[src/rtl/mem_port_arbiter_pkg.sv]
`default_nettype none
// ============================================================================
// Module      : mem_port_arbiter_pkg
// Description : Shared constants for the unified-memory port arbiter: FSM state
//               encoding, requester port indices, default access latency and
//               bus/counter widths.
// Ports       : none (package)
// Revision    : 1.0 - initial release
// ============================================================================
package mem_port_arbiter_pkg;

    // FSM state encoding
    localparam int       c_ST_W      = 2;
    localparam logic [1:0] c_ST_IDLE   = 2'd0;
    localparam logic [1:0] c_ST_ACCESS = 2'd1;
    localparam logic [1:0] c_ST_DONE   = 2'd2;

    // Requester port indices (also the encoding of the owner output)
    localparam logic c_PORT_CPU = 1'b0;
    localparam logic c_PORT_LD  = 1'b1;

    // Default memory access duration in cycles (legal 1..15)
    localparam int c_MEM_LAT_DEFAULT = 1;

    // Widths
    localparam int c_ADDR_W = 32;
    localparam int c_DATA_W = 32;
    localparam int c_CNT_W  = 4;

endpackage
`default_nettype wire

[src/rtl/mem_port_arbiter_if.sv]
`default_nettype none
// ============================================================================
// Module      : mem_port_arbiter_if
// Description : Bundle of the two requester ports (CPU, loader) and the
//               unified-memory port served by mem_port_arbiter.
// Ports       : none; modports:
//               slave  - arbiter view (takes requests, drives memory strobes)
//               master - environment view (drives requests, receives acks)
// Revision    : 1.0 - initial release
// ============================================================================
interface mem_port_arbiter_if;
    import mem_port_arbiter_pkg::*;

    // CPU port
    logic                cpu_req;
    logic                cpu_we;
    logic [c_ADDR_W-1:0] cpu_addr;
    logic [c_DATA_W-1:0] cpu_wdata;
    logic                cpu_ack;
    logic [c_DATA_W-1:0] cpu_rdata;
    logic                cpu_stall;

    // Loader / DMA port
    logic                ld_req;
    logic                ld_we;
    logic [c_ADDR_W-1:0] ld_addr;
    logic [c_DATA_W-1:0] ld_wdata;
    logic                ld_ack;
    logic [c_DATA_W-1:0] ld_rdata;

    // Unified memory port
    logic                mem_read;
    logic                mem_write;
    logic [c_ADDR_W-1:0] mem_addr;
    logic [c_DATA_W-1:0] mem_wdata;
    logic [c_DATA_W-1:0] mem_rdata;

    // Status
    logic                busy;
    logic                owner;

    modport slave (
        input  cpu_req, cpu_we, cpu_addr, cpu_wdata,
        output cpu_ack, cpu_rdata, cpu_stall,
        input  ld_req, ld_we, ld_addr, ld_wdata,
        output ld_ack, ld_rdata,
        output mem_read, mem_write, mem_addr, mem_wdata,
        input  mem_rdata,
        output busy, owner
    );

    modport master (
        output cpu_req, cpu_we, cpu_addr, cpu_wdata,
        input  cpu_ack, cpu_rdata, cpu_stall,
        output ld_req, ld_we, ld_addr, ld_wdata,
        input  ld_ack, ld_rdata,
        input  mem_read, mem_write, mem_addr, mem_wdata,
        output mem_rdata,
        input  busy, owner
    );

endinterface
`default_nettype wire

[src/rtl/mem_port_arbiter_rr_arb2.sv]
`default_nettype none
// ============================================================================
// Module      : rr_arb2
// Description : Two-way round-robin arbiter, purely combinational. A single
//               requester always wins; on a tie the port that was not the
//               last grantee wins.
// Ports       : i_req[1:0]  request per port (index = port number)
//               i_lastGnt   last grantee (0 = CPU, 1 = loader)
//               o_grant[1:0] one-hot grant, zero when nobody requests
// Revision    : 1.0 - initial release
// ============================================================================
module rr_arb2
    import mem_port_arbiter_pkg::*;
(
    input  wire [1:0] i_req,
    input  wire       i_lastGnt,
    output logic [1:0] o_grant
);

    always_comb begin
        o_grant = 2'b00;
        case (i_req)
            2'b01:   o_grant = 2'b01;
            2'b10:   o_grant = 2'b10;
            // Tie: hand the memory to whoever did not have it last time
            2'b11:   o_grant = (i_lastGnt == c_PORT_LD) ? 2'b01 : 2'b10;
            default: o_grant = 2'b00;
        endcase
    end

endmodule
`default_nettype wire

[src/rtl/mem_port_arbiter.sv]
`default_nettype none
// ============================================================================
// Module      : mem_port_arbiter
// Description : Shares one unified memory between a multicycle CPU and a
//               loader/DMA port. Each access latches the winner's request,
//               strobes memory for MEM_LAT cycles, then pulses the winner's
//               ack for one cycle. Round-robin arbitration on ties.
// Ports       : clk  - clock, rising edge
//               rst  - synchronous active-high reset
//               bus  - mem_port_arbiter_if.slave: CPU port (req/we/addr/wdata,
//                      ack/rdata/stall), loader port (req/we/addr/wdata,
//                      ack/rdata), memory port (read/write/addr/wdata,
//                      rdata), status (busy, owner)
// Revision    : 1.0 - initial release
// ============================================================================
module mem_port_arbiter
    import mem_port_arbiter_pkg::*;
#(
    parameter int MEM_LAT = c_MEM_LAT_DEFAULT   // legal 1..15
) (
    input  wire clk,
    input  wire rst,
    mem_port_arbiter_if.slave bus
);

    localparam logic [c_CNT_W-1:0] c_CNT_LOAD = c_CNT_W'(MEM_LAT - 1);

    logic [c_ST_W-1:0]   r_state;
    logic [c_ST_W-1:0]   w_stateNext;
    logic [c_CNT_W-1:0]  r_cnt;
    logic                r_owner;      // current/last grantee
    logic                r_we;
    logic [c_ADDR_W-1:0] r_addr;
    logic [c_DATA_W-1:0] r_wdata;
    logic [c_DATA_W-1:0] r_cpuRdata;
    logic [c_DATA_W-1:0] r_ldRdata;
    logic [1:0]          w_req;
    logic [1:0]          w_grant;

    assign w_req[c_PORT_CPU] = bus.cpu_req;
    assign w_req[c_PORT_LD]  = bus.ld_req;

    rr_arb2 u_arb (
        .i_req     (w_req),
        .i_lastGnt (r_owner),
        .o_grant   (w_grant)
    );

    // ------------------------------------------------------------------
    // State register
    // ------------------------------------------------------------------
    always_ff @(posedge clk) begin
        if (rst) begin
            r_state <= c_ST_IDLE;
        end else begin
            r_state <= w_stateNext;
        end
    end

    // ------------------------------------------------------------------
    // Next-state logic
    // ------------------------------------------------------------------
    always_comb begin
        w_stateNext = r_state;
        case (r_state)
            c_ST_IDLE:   if (|w_req) w_stateNext = c_ST_ACCESS;
            c_ST_ACCESS: if (r_cnt == '0) w_stateNext = c_ST_DONE;
            c_ST_DONE:   w_stateNext = c_ST_IDLE;
            default:     w_stateNext = c_ST_IDLE;
        endcase
    end

    // ------------------------------------------------------------------
    // Request latch, access counter and read-data capture. Everything the
    // access needs is copied here on the IDLE->ACCESS edge so requesters
    // may change or drop their inputs while the access is in flight.
    // ------------------------------------------------------------------
    always_ff @(posedge clk) begin
        if (rst) begin
            r_cnt      <= '0;
            r_owner    <= c_PORT_LD;   // CPU wins the first tie
            r_we       <= 1'b0;
            r_addr     <= '0;
            r_wdata    <= '0;
            r_cpuRdata <= '0;
            r_ldRdata  <= '0;
        end else begin
            case (r_state)
                c_ST_IDLE: begin
                    if (|w_req) begin
                        r_owner <= w_grant[c_PORT_LD];
                        r_cnt   <= c_CNT_LOAD;
                        if (w_grant[c_PORT_CPU]) begin
                            r_we    <= bus.cpu_we;
                            r_addr  <= bus.cpu_addr;
                            r_wdata <= bus.cpu_wdata;
                        end else begin
                            r_we    <= bus.ld_we;
                            r_addr  <= bus.ld_addr;
                            r_wdata <= bus.ld_wdata;
                        end
                    end
                end
                c_ST_ACCESS: begin
                    if (r_cnt != '0) begin
                        r_cnt <= r_cnt - 1'b1;
                    end else if (!r_we) begin
                        // Last strobe cycle: memory data is valid now
                        if (r_owner == c_PORT_LD) begin
                            r_ldRdata <= bus.mem_rdata;
                        end else begin
                            r_cpuRdata <= bus.mem_rdata;
                        end
                    end
                end
                default: ;
            endcase
        end
    end

    // ------------------------------------------------------------------
    // Output decode
    // ------------------------------------------------------------------
    always_comb begin
        bus.mem_read  = 1'b0;
        bus.mem_write = 1'b0;
        bus.cpu_ack   = 1'b0;
        bus.ld_ack    = 1'b0;
        case (r_state)
            c_ST_ACCESS: begin
                bus.mem_read  = ~r_we;
                bus.mem_write =  r_we;
            end
            c_ST_DONE: begin
                bus.cpu_ack = (r_owner == c_PORT_CPU);
                bus.ld_ack  = (r_owner == c_PORT_LD);
            end
            default: ;
        endcase
    end

    assign bus.cpu_stall = bus.cpu_req & ~bus.cpu_ack;
    assign bus.busy      = (r_state != c_ST_IDLE);
    assign bus.owner     = r_owner;
    assign bus.mem_addr  = r_addr;
    assign bus.mem_wdata = r_wdata;
    assign bus.cpu_rdata = r_cpuRdata;
    assign bus.ld_rdata  = r_ldRdata;

endmodule
`default_nettype wire

[src/flat_wrapper.sv]
// flat-port wrapper written by rule: the top's interface ports become plain ports
module mem_port_arbiter_flat import mem_port_arbiter_pkg::*;
#(
    parameter int MEM_LAT = c_MEM_LAT_DEFAULT                 
)
  (clk, rst, bus_cpu_req, bus_cpu_we, bus_cpu_addr, bus_cpu_wdata, bus_cpu_ack, bus_cpu_rdata, bus_cpu_stall, bus_ld_req, bus_ld_we, bus_ld_addr, bus_ld_wdata, bus_ld_ack, bus_ld_rdata, bus_mem_read, bus_mem_write, bus_mem_addr, bus_mem_wdata, bus_mem_rdata, bus_busy, bus_owner);
  mem_port_arbiter_if bus_i ();
  input  wire clk;
  input  wire rst;
  input wire logic [$bits(bus_i.cpu_req)-1:0] bus_cpu_req;
  input wire logic [$bits(bus_i.cpu_we)-1:0] bus_cpu_we;
  input wire logic [$bits(bus_i.cpu_addr)-1:0] bus_cpu_addr;
  input wire logic [$bits(bus_i.cpu_wdata)-1:0] bus_cpu_wdata;
  output wire logic [$bits(bus_i.cpu_ack)-1:0] bus_cpu_ack;
  output wire logic [$bits(bus_i.cpu_rdata)-1:0] bus_cpu_rdata;
  output wire logic [$bits(bus_i.cpu_stall)-1:0] bus_cpu_stall;
  input wire logic [$bits(bus_i.ld_req)-1:0] bus_ld_req;
  input wire logic [$bits(bus_i.ld_we)-1:0] bus_ld_we;
  input wire logic [$bits(bus_i.ld_addr)-1:0] bus_ld_addr;
  input wire logic [$bits(bus_i.ld_wdata)-1:0] bus_ld_wdata;
  output wire logic [$bits(bus_i.ld_ack)-1:0] bus_ld_ack;
  output wire logic [$bits(bus_i.ld_rdata)-1:0] bus_ld_rdata;
  output wire logic [$bits(bus_i.mem_read)-1:0] bus_mem_read;
  output wire logic [$bits(bus_i.mem_write)-1:0] bus_mem_write;
  output wire logic [$bits(bus_i.mem_addr)-1:0] bus_mem_addr;
  output wire logic [$bits(bus_i.mem_wdata)-1:0] bus_mem_wdata;
  input wire logic [$bits(bus_i.mem_rdata)-1:0] bus_mem_rdata;
  output wire logic [$bits(bus_i.busy)-1:0] bus_busy;
  output wire logic [$bits(bus_i.owner)-1:0] bus_owner;
  assign bus_i.cpu_req = bus_cpu_req;
  assign bus_i.cpu_we = bus_cpu_we;
  assign bus_i.cpu_addr = bus_cpu_addr;
  assign bus_i.cpu_wdata = bus_cpu_wdata;
  assign bus_cpu_ack = bus_i.cpu_ack;
  assign bus_cpu_rdata = bus_i.cpu_rdata;
  assign bus_cpu_stall = bus_i.cpu_stall;
  assign bus_i.ld_req = bus_ld_req;
  assign bus_i.ld_we = bus_ld_we;
  assign bus_i.ld_addr = bus_ld_addr;
  assign bus_i.ld_wdata = bus_ld_wdata;
  assign bus_ld_ack = bus_i.ld_ack;
  assign bus_ld_rdata = bus_i.ld_rdata;
  assign bus_mem_read = bus_i.mem_read;
  assign bus_mem_write = bus_i.mem_write;
  assign bus_mem_addr = bus_i.mem_addr;
  assign bus_mem_wdata = bus_i.mem_wdata;
  assign bus_i.mem_rdata = bus_mem_rdata;
  assign bus_busy = bus_i.busy;
  assign bus_owner = bus_i.owner;
  mem_port_arbiter #(.MEM_LAT(MEM_LAT)) u_core (.clk(clk), .rst(rst), .bus(bus_i));
endmodule
[config.mk]
export PLATFORM = sky130hd
export DESIGN_NAME = mem_port_arbiter_flat
export DESIGN_NICKNAME = d
export VERILOG_FILES = /design/src/rtl/mem_port_arbiter_pkg.sv /design/src/rtl/mem_port_arbiter_if.sv /design/src/rtl/mem_port_arbiter_rr_arb2.sv /design/src/rtl/mem_port_arbiter.sv /design/src/flat_wrapper.sv
export SDC_FILE = /design/constraint.sdc
export NUM_CORES = 1
export LEC_CHECK = 0
export CORE_ASPECT_RATIO = 0.75
export CORE_UTILIZATION = 40
export CTS_BUF_LIST = sky130_fd_sc_hd__clkbuf_8
export DETAILED_ROUTE_END_ITERATION = 12
export GPL_TIMING_DRIVEN = 1
export PLACE_DENSITY = 0.79
export SLEW_MARGIN = 20
export SYNTH_ARGS = -nofsm -noshare
export SYNTH_HDL_FRONTEND = slang
export SYNTH_SLANG_ARGS = --single-unit
[constraint.sdc]
create_clock -name clk -period 2.1 [get_ports clk]
set_input_delay 0.315 -clock clk [delete_from_list [all_inputs] [get_ports clk]]
set_output_delay 0.315 -clock clk [all_outputs]
set_load 0.02 [all_outputs]
==> reports/metrics.csv, run 1 <==
metric,value,unit
row count,36,
drt total wl,16.7,mm
mapped cell area,5510,µm²
Peak VDD IR,0.000468,V
most used routing layer,met2,
R2R Path End,u_core.bus.cpu_rdata[31],
Critical Path RT,2.42,ns
slew margin rel.,74.3,%
outcome,completed,
max-cap violation count,0,
met2 Resource Use GR,41.2,%
final setup violating endpoints,0,
worst-skew pair later-pin latency,0.45,ns
DRT antenna net count,0,
total die area,14300,µm²
Final Hold Fails,0,
Leak,0.00339,µW
dpl cells,987,
post-place setup slack,0.0859,ns
met3 Resource Use GR,9.45,%
Crit Path Class,reg -> reg,
share of layout cells above drive strength 1,13.6,%
Critical path buffers and inverters,2,
share of the yosys chip area belonging to registers,49.4,%
Pins Over Slew Limit,0,
CP Capture Type,flip-flop,
depth of the CTS H-tree,4,
GR Util met1,24.1,%
CTS root buf,clkbuf_8,
r2r setup slk,0.13,ns
Core ar.,13200,µm²
Final HPWL DP,12.3,mm
hold depth,2,
Hold WC Path Type,in -> reg,
DR iter-0 viols,258,
endpoint of the worst hold path,u_core.r_state[0],
Final Critical Period,1.97,ns
Worst Max-Slew Pin Slew,0.385,ns
largest net degree at the start of global routing,68,
port bufs,300,
fin worst setup slack,0.127,ns
CTS sink cnt,136,
Num CTS Buffers,17,
vias in the first global route,5192,
dominant cells by area after synthesis,"dfxtp_1 (49%), mux2i_1 (12%), o2bb2ai_1 (10%)",
"Cell Chain, Critical Path",inv_1 -> ha_1 -> or3b_4 -> or4_4 -> buf_12 -> nand2_1 -> a21oi_1,
Power Dens Cells,717,nW/µm²
gr ovfl total,0,
skew final,0.00952,ns
Tot GR Track Use,23.3,%
Die H,104,µm
launch point of the worst reg-to-reg path,u_core.r_cnt[0],
DRT Pass-1 Iters,7,
hold-fix buffers at CTS,0,
Yosys reg bits,136,
warnings from Yosys,0,
clock-pin slew on the worst setup and hold paths,0.08,ns
drt drc,0,
"Cell Count, Final, Fillers Out",1019,
CP top delay family,simple AND/OR/NAND/NOR gates,
post-synth top area share,49.4,%
Layout area overhead,64.8,%
Worst Min Path Start,rst,
top cell type by total area after synthesis,dfxtp_1,
Antenna Cells,0,
setup TNS,0,ns
chip width,138,µm
RSZ-0062 raised after global routing,false,
maximum clock rate,0.507,GHz
Gate Count Post-Synth,542,
I/O Pins,301,
Reg2Reg Depth,7,
NumNets Final,1002,
CTS tree,built,
crit-path max cell delay,0.44,ns
worst path arrival time,2.30,ns
drt wl/cell,16.4,µm
number of vias per cell,4.99,
first-pass GRT wire length,25.5,mm
placed cell area,8710,µm²
final design utilization,68.8,%
maximum fanout along the worst path,32,
"Slowest-stage cell, CP",or3b_4,
GPL Wtd Cong,0.786,
Final period util,94.0,%
crit path launch type,flip-flop,
initial core utilization,41.8,%
syn nets,709,
fin area,9080,µm²
initial antenna violation count,0,
"Distinct cells, synth",35,
syn avg cell area,10.2,µm²
via count,5085,
CTS Buffer Depth,2,
sequential cells by signal (all words and copies together), names as in the netlist:
signal	cells
u_core.bus.cpu_rdata	32
u_core.r_cnt	4
u_core.bus.mem_wdata	32
u_core.bus.mem_addr	32
u_core.r_we	1
u_core.bus.ld_rdata	32
u_core.bus.owner	1
u_core.r_state	2
placed cells by master, fill, tap and decap left out, types with 2 or more instances in the layout:
cell and n:
nor2b_1 2, nor3_1 3, clkdlybuf4s50_1 294, clkinv_2 5
nor3b_1 2, dfxtp_1 136, inv_1 6, nand3_1 2
dlygate4sd2_1 4, clkinvlp_4 2, xnor2_1 2, nand2_1 101
nor2_1 2, buf_12 11, a21oi_2 30, mux2i_1 65
nand2_2 30, buf_4 6, o2bb2ai_1 65, and2_1 4
a21oi_1 36, clkbuf_8 21
timing repair:
item                                    4_1_cts  5_1_grt
setup buffers                                 0        0
hold endpoints to repair                      0        0
endpoints found under the setup margin        4        1
gates resized for setup                       5        1
cell usage after synthesis:
| library cell | number |
|---|---|
| buf_12 | 3 |
| inv_1 | 3 |
| clkbuf_1 | 11 |
| xnor2_1 | 2 |
| nand2_2 | 30 |
| nand4b_1 | 1 |
| nor2b_1 | 4 |
| nand3_1 | 2 |
| or3b_4 | 1 |
| or4_4 | 1 |
| a21oi_2 | 30 |
| a21oi_1 | 36 |
| buf_2 | 19 |
| nor2_1 | 2 |
| or2_1 | 2 |
| and3b_1 | 1 |
| a31oi_1 | 1 |
| a211o_1 | 1 |
| nor4_4 | 1 |
| dfxtp_1 | 136 |
| dlygate4sd1_1 | 1 |
| o21ai_1 | 1 |
| ha_1 | 1 |
| o21bai_1 | 1 |
| buf_6 | 6 |
| nand2_1 | 101 |
| dlygate4sd3_1 | 2 |
| nor3_1 | 3 |
| mux2i_1 | 65 |
| buf_1 | 1 |
| or2b_4 | 1 |
| o2bb2ai_1 | 65 |
| and2_1 | 4 |
| nor3b_1 | 2 |
| nor4bb_1 | 1 |
logic make-up (layout without fill, tap and decap cells):
group,count (synthesis),in the layout,synth area share [%]
adder cells (fa/ha/maj),1,1,0.227
flip-flops,136,136,49.4
multiplexers,65,65,11.8
AO/OA/AOI/OAI,135,135,18.9
AND/OR/NAND/NOR,157,157,13.8
buffers and inverters,46,352,5.59
XOR/XNOR,2,2,0.318
where the power goes:
part	switching [µW]	internal [µW]	total [µW]
sequential	110	2770	2880
clock	980	1040	2020
combinational	755	853	1610
routing by layer:
metal	part of all wire [%]	up-vias	wire [µm]
met3	9.6	29	1600
li1	-	2483	-
met5	0	-	0
met2	51	202	8440
met1	37	2371	6240
met4	2.4	0	401
metrics by stage:
stage	power [µW]	hold slack, ns
6_report	6510	0.152
2_1_floorplan	3670	0.448
5_1_grt	6800	0.133
4_1_cts	6570	0.128
3_3_place_gp	4520	0.442
3_5_place_dp	4550	0.446
worst max path at each step:
stage,start,to,slack (ns),depth (start not counted)
2_1_floorplan,u_core.r_cnt[0],u_core.bus.cpu_rdata[10],0.20,8
3_3_place_gp,bus_cpu_req,bus_cpu_stall,0.11,3
3_5_place_dp,bus_cpu_req,bus_cpu_stall,0.09,3
4_1_cts,u_core.r_state[1],bus_ld_ack,0.05,2
5_1_grt,u_core.r_state[1],bus_busy,0.03,2
6_report,u_core.r_cnt[0],u_core.bus.cpu_rdata[31],0.13,7
worst register-to-register path, cell delays in order (launching register included):
cell	delay, ns
dfxtp_1	0.34
inv_1	0.07
ha_1	0.21
or3b_4	0.44
or4_4	0.44
buf_12	0.20
nand2_1	0.10
a21oi_1	0.06
layout make-up:
class | count | area (µm²)
inverter | 3 | 11.3
tap | 171 | 214
fill | 988 | 4120
timing repair buffer | 317 | 3260
multi-input combinational | 360 | 2500
clock inverter | 11 | 81.3
clock buffer | 21 | 289
sequential | 136 | 2720
(Power assumes the default switching activity.)
==> inputs of run 2 (changes only) <==
CELL_PAD_IN_SITES_DETAIL_PLACEMENT = 0   (was unset)
CELL_PAD_IN_SITES_GLOBAL_PLACEMENT = 1   (was unset)
CORE_UTILIZATION = 29   (was 40)
PLACE_DENSITY = 0.8   (was 0.79)
==> run 2 against run 1 <==
Clock power increased by 16%. Flip-flop and latch count unchanged. Die area grew 37%. Global-route usage fell by 6.2 points. First-iteration DRC count down 23%. Routed wire length up 0.28%. Via count is 4.0% lower. Cell area rose by 1.3%. Critical path type is now reg -> out. Critical endpoint is now bus_busy. Largest power group unchanged.
==> reports/metrics.csv, run 2 (synthesis gave the netlist of run 1 again) <==
metric,value,unit,change
Worst Hold Slack,0.118,ns,was 0.152 ns
Num CTS Buffers,17,,unchanged
total die area,19600,µm²,"was 14,300 µm²"
maximum clock rate,0.503,GHz,was 0.507 GHz
final design utilization,49.6,%,was 68.8%
"most common cell after layout, fill and taps aside",clkdlybuf4s50_1,,unchanged
post-place setup slack,0.162,ns,was 0.0859 ns
most frequent cells in the layout,"clkdlybuf4s50_1 (295), dfxtp_1 (135), nand2_1 (101)",,"was clkdlybuf4s50_1 (294), dfxtp_1 (136), nand2_1 (101)"
row count,43,,was 36
Worst Max-Slew Pin Slew,0.375,ns,was 0.385 ns
max-cap violation count,0,,unchanged
setup TNS,0,ns,unchanged
DRT antenna net count,0,,unchanged
depth of the CTS H-tree,4,,unchanged
Pins Over Slew Limit,0,,unchanged
CTS tree,built,,unchanged
outcome,completed,,unchanged
slew margin rel.,74.6,%,was 74.3%
I/O Pins,301,,unchanged
fin worst setup slack,0.111,ns,was 0.127 ns
Critical Path RT,1.78,ns,was 2.42 ns
WL met2,7.52,mm,was 8.44 mm
Final HPWL DP,11.9,mm,was 12.3 mm
Internal Power,4920,µW,was 4660 µW
chip width,161,µm,was 138 µm
GPL Wtd Cong,0.720,,was 0.786
Leak,0.00337,µW,was 0.00339 µW
initial antenna violation count,0,,unchanged
Clk pwr share,34.4,%,was 31.0%
met3 wire len,1.53,mm,was 1.60 mm
CP Capture Type,output port,,was flip-flop
port bufs,300,,unchanged
first-pass GRT wire length,26.0,mm,was 25.5 mm
crit path launch type,flip-flop,,unchanged
clock-pin slew on the worst setup and hold paths,0.07,ns,was 0.08 ns
Core ar.,18600,µm²,"was 13,200 µm²"
drt drc,0,,unchanged
Hold WC Path Type,in -> reg,,unchanged
largest net degree at the start of global routing,69,,was 68
CTS Buffer Depth,2,,unchanged
hold-fix buffers at CTS,0,,unchanged
number of vias per cell,4.47,,was 4.99
Combinational Power Share,23.2,%,was 24.7%
Peak VDD IR,0.000445,V,was 0.000468 V
skew final,0.0113,ns,was 0.00952 ns
via count,4882,,"was 5,085"
drt wl/cell,15.3,µm,was 16.4 µm
drt total wl,16.7,mm,about the same
Final period util,94.7,%,was 94.0%
Final Critical Period,1.99,ns,was 1.97 ns
CTS root buf,clkbuf_8,,unchanged
final setup violating endpoints,0,,unchanged
DRT met1 WL,7.54,mm,was 6.24 mm
worst-skew pair later-pin latency,0.44,ns,was 0.45 ns
worst path arrival time,1.67,ns,was 2.30 ns
share of layout cells above drive strength 1,13.6,%,about the same
RSZ-0062 raised after global routing,false,,unchanged
Power Dens Cells,740,nW/µm²,was 717 nW/µm²
Antenna Cells,0,,unchanged
DR iter-0 viols,198,,was 258
vias in the first global route,4854,,"was 5,192"
Final Hold Fails,0,,unchanged
maximum fanout along the worst path,6,,was 32
Crit Path Class,reg -> out,,was reg -> reg
CTS sink cnt,136,,unchanged
Highest Signal Layer,met4,,unchanged
NetSw,1890,µW,was 1840 µW
gr ovfl total,0,,unchanged
NumNets Final,1000,,"was 1,002"
Tot GR Track Use,17.1,%,was 23.3%
Layout area overhead,67.0,%,was 64.8%
Flop pwr share,42.4,%,was 44.3%
Die H,121,µm,was 104 µm
switching share of total power,27.8,%,was 28.3%
initial core utilization,29.7,%,was 41.8%
DRT Pass-1 Iters,4,,was 7
==> run 2: cell count changes in the layout (fill, tap and decap cells not counted), moves of 2 or more <==
| cell | delta |
|---|---|
| buf_12 | -3 |
| bufinv_16 | +2 |
| clkinvlp_4 | +2 |
| inv_6 | +2 |
| buf_4 | +2 |
| clkinv_2 | -5 |
==> run 2: cell type report <==
class	instances	area, µm²
repair buffers	315	3210
multi-input cells	360	2510
fillers	1770	9360
inverters	3	11.3
well taps	247	309
flip-flops and latches	136	2720
clock inverters	11	145
clock buffers	21	289
==> run 2: final timing paths <==
path	endpoint	slack, ns	from	cells after the start
min reg2reg	u_core.bus.ld_rdata[13]	0.46	u_core.bus.ld_rdata[13]	2
min	u_core.r_state[0]	0.12	rst	2
max	bus_busy	0.11	u_core.r_state[0]	2
max reg2reg	u_core.bus.cpu_rdata[14]	0.16	u_core.r_cnt[0]	7
==> run 2: metrics by stage <==
| step | power, µW | instance area, µm² | std cells |
|---|---|---|---|
| 5_1_grt | 7150 | 9200 | 1093 |
| 2_1_floorplan | 3670 | 5510 | 542 |
| 3_5_place_dp | 4540 | 8750 | 1061 |
| 6_report | 6810 | 9200 | 1093 |
| 4_1_cts | 6920 | 9190 | 1093 |
| 3_3_place_gp | 4540 | 8750 | 1061 |
==> run 2: layer usage <==
metal / vias up / global-route usage (%)
met5: - / 0
met4: 0 / 4.48
met3: 11 / 7.52
met2: 184 / 27.5
met1: 2219 / 20.8
li1: 2468 / -
==> run 2: what timing repair did <==
action                     in CTS  in global routing
setup endpoints to repair       4                  2
gates resized for setup         4                  3
setup buffers                   0                  0
==> run 2: critical path, cell delays in order, from the launching register on <==
cell	delay, ns
dfxtp_1	0.44
or2_1	0.19
clkdlybuf4s50_1	0.62
==> run 2: power groups by stage <==
stage / Sequential, µW / Combinational (µW) / Clock, µW
2_1_floorplan: 3170 / 501 / 0
3_3_place_gp: 2940 / 1600 / 0
3_5_place_dp: 2940 / 1600 / 0
4_1_cts: 2880 / 1610 / 2430
5_1_grt: 2910 / 1690 / 2550
6_report: 2880 / 1580 / 2340
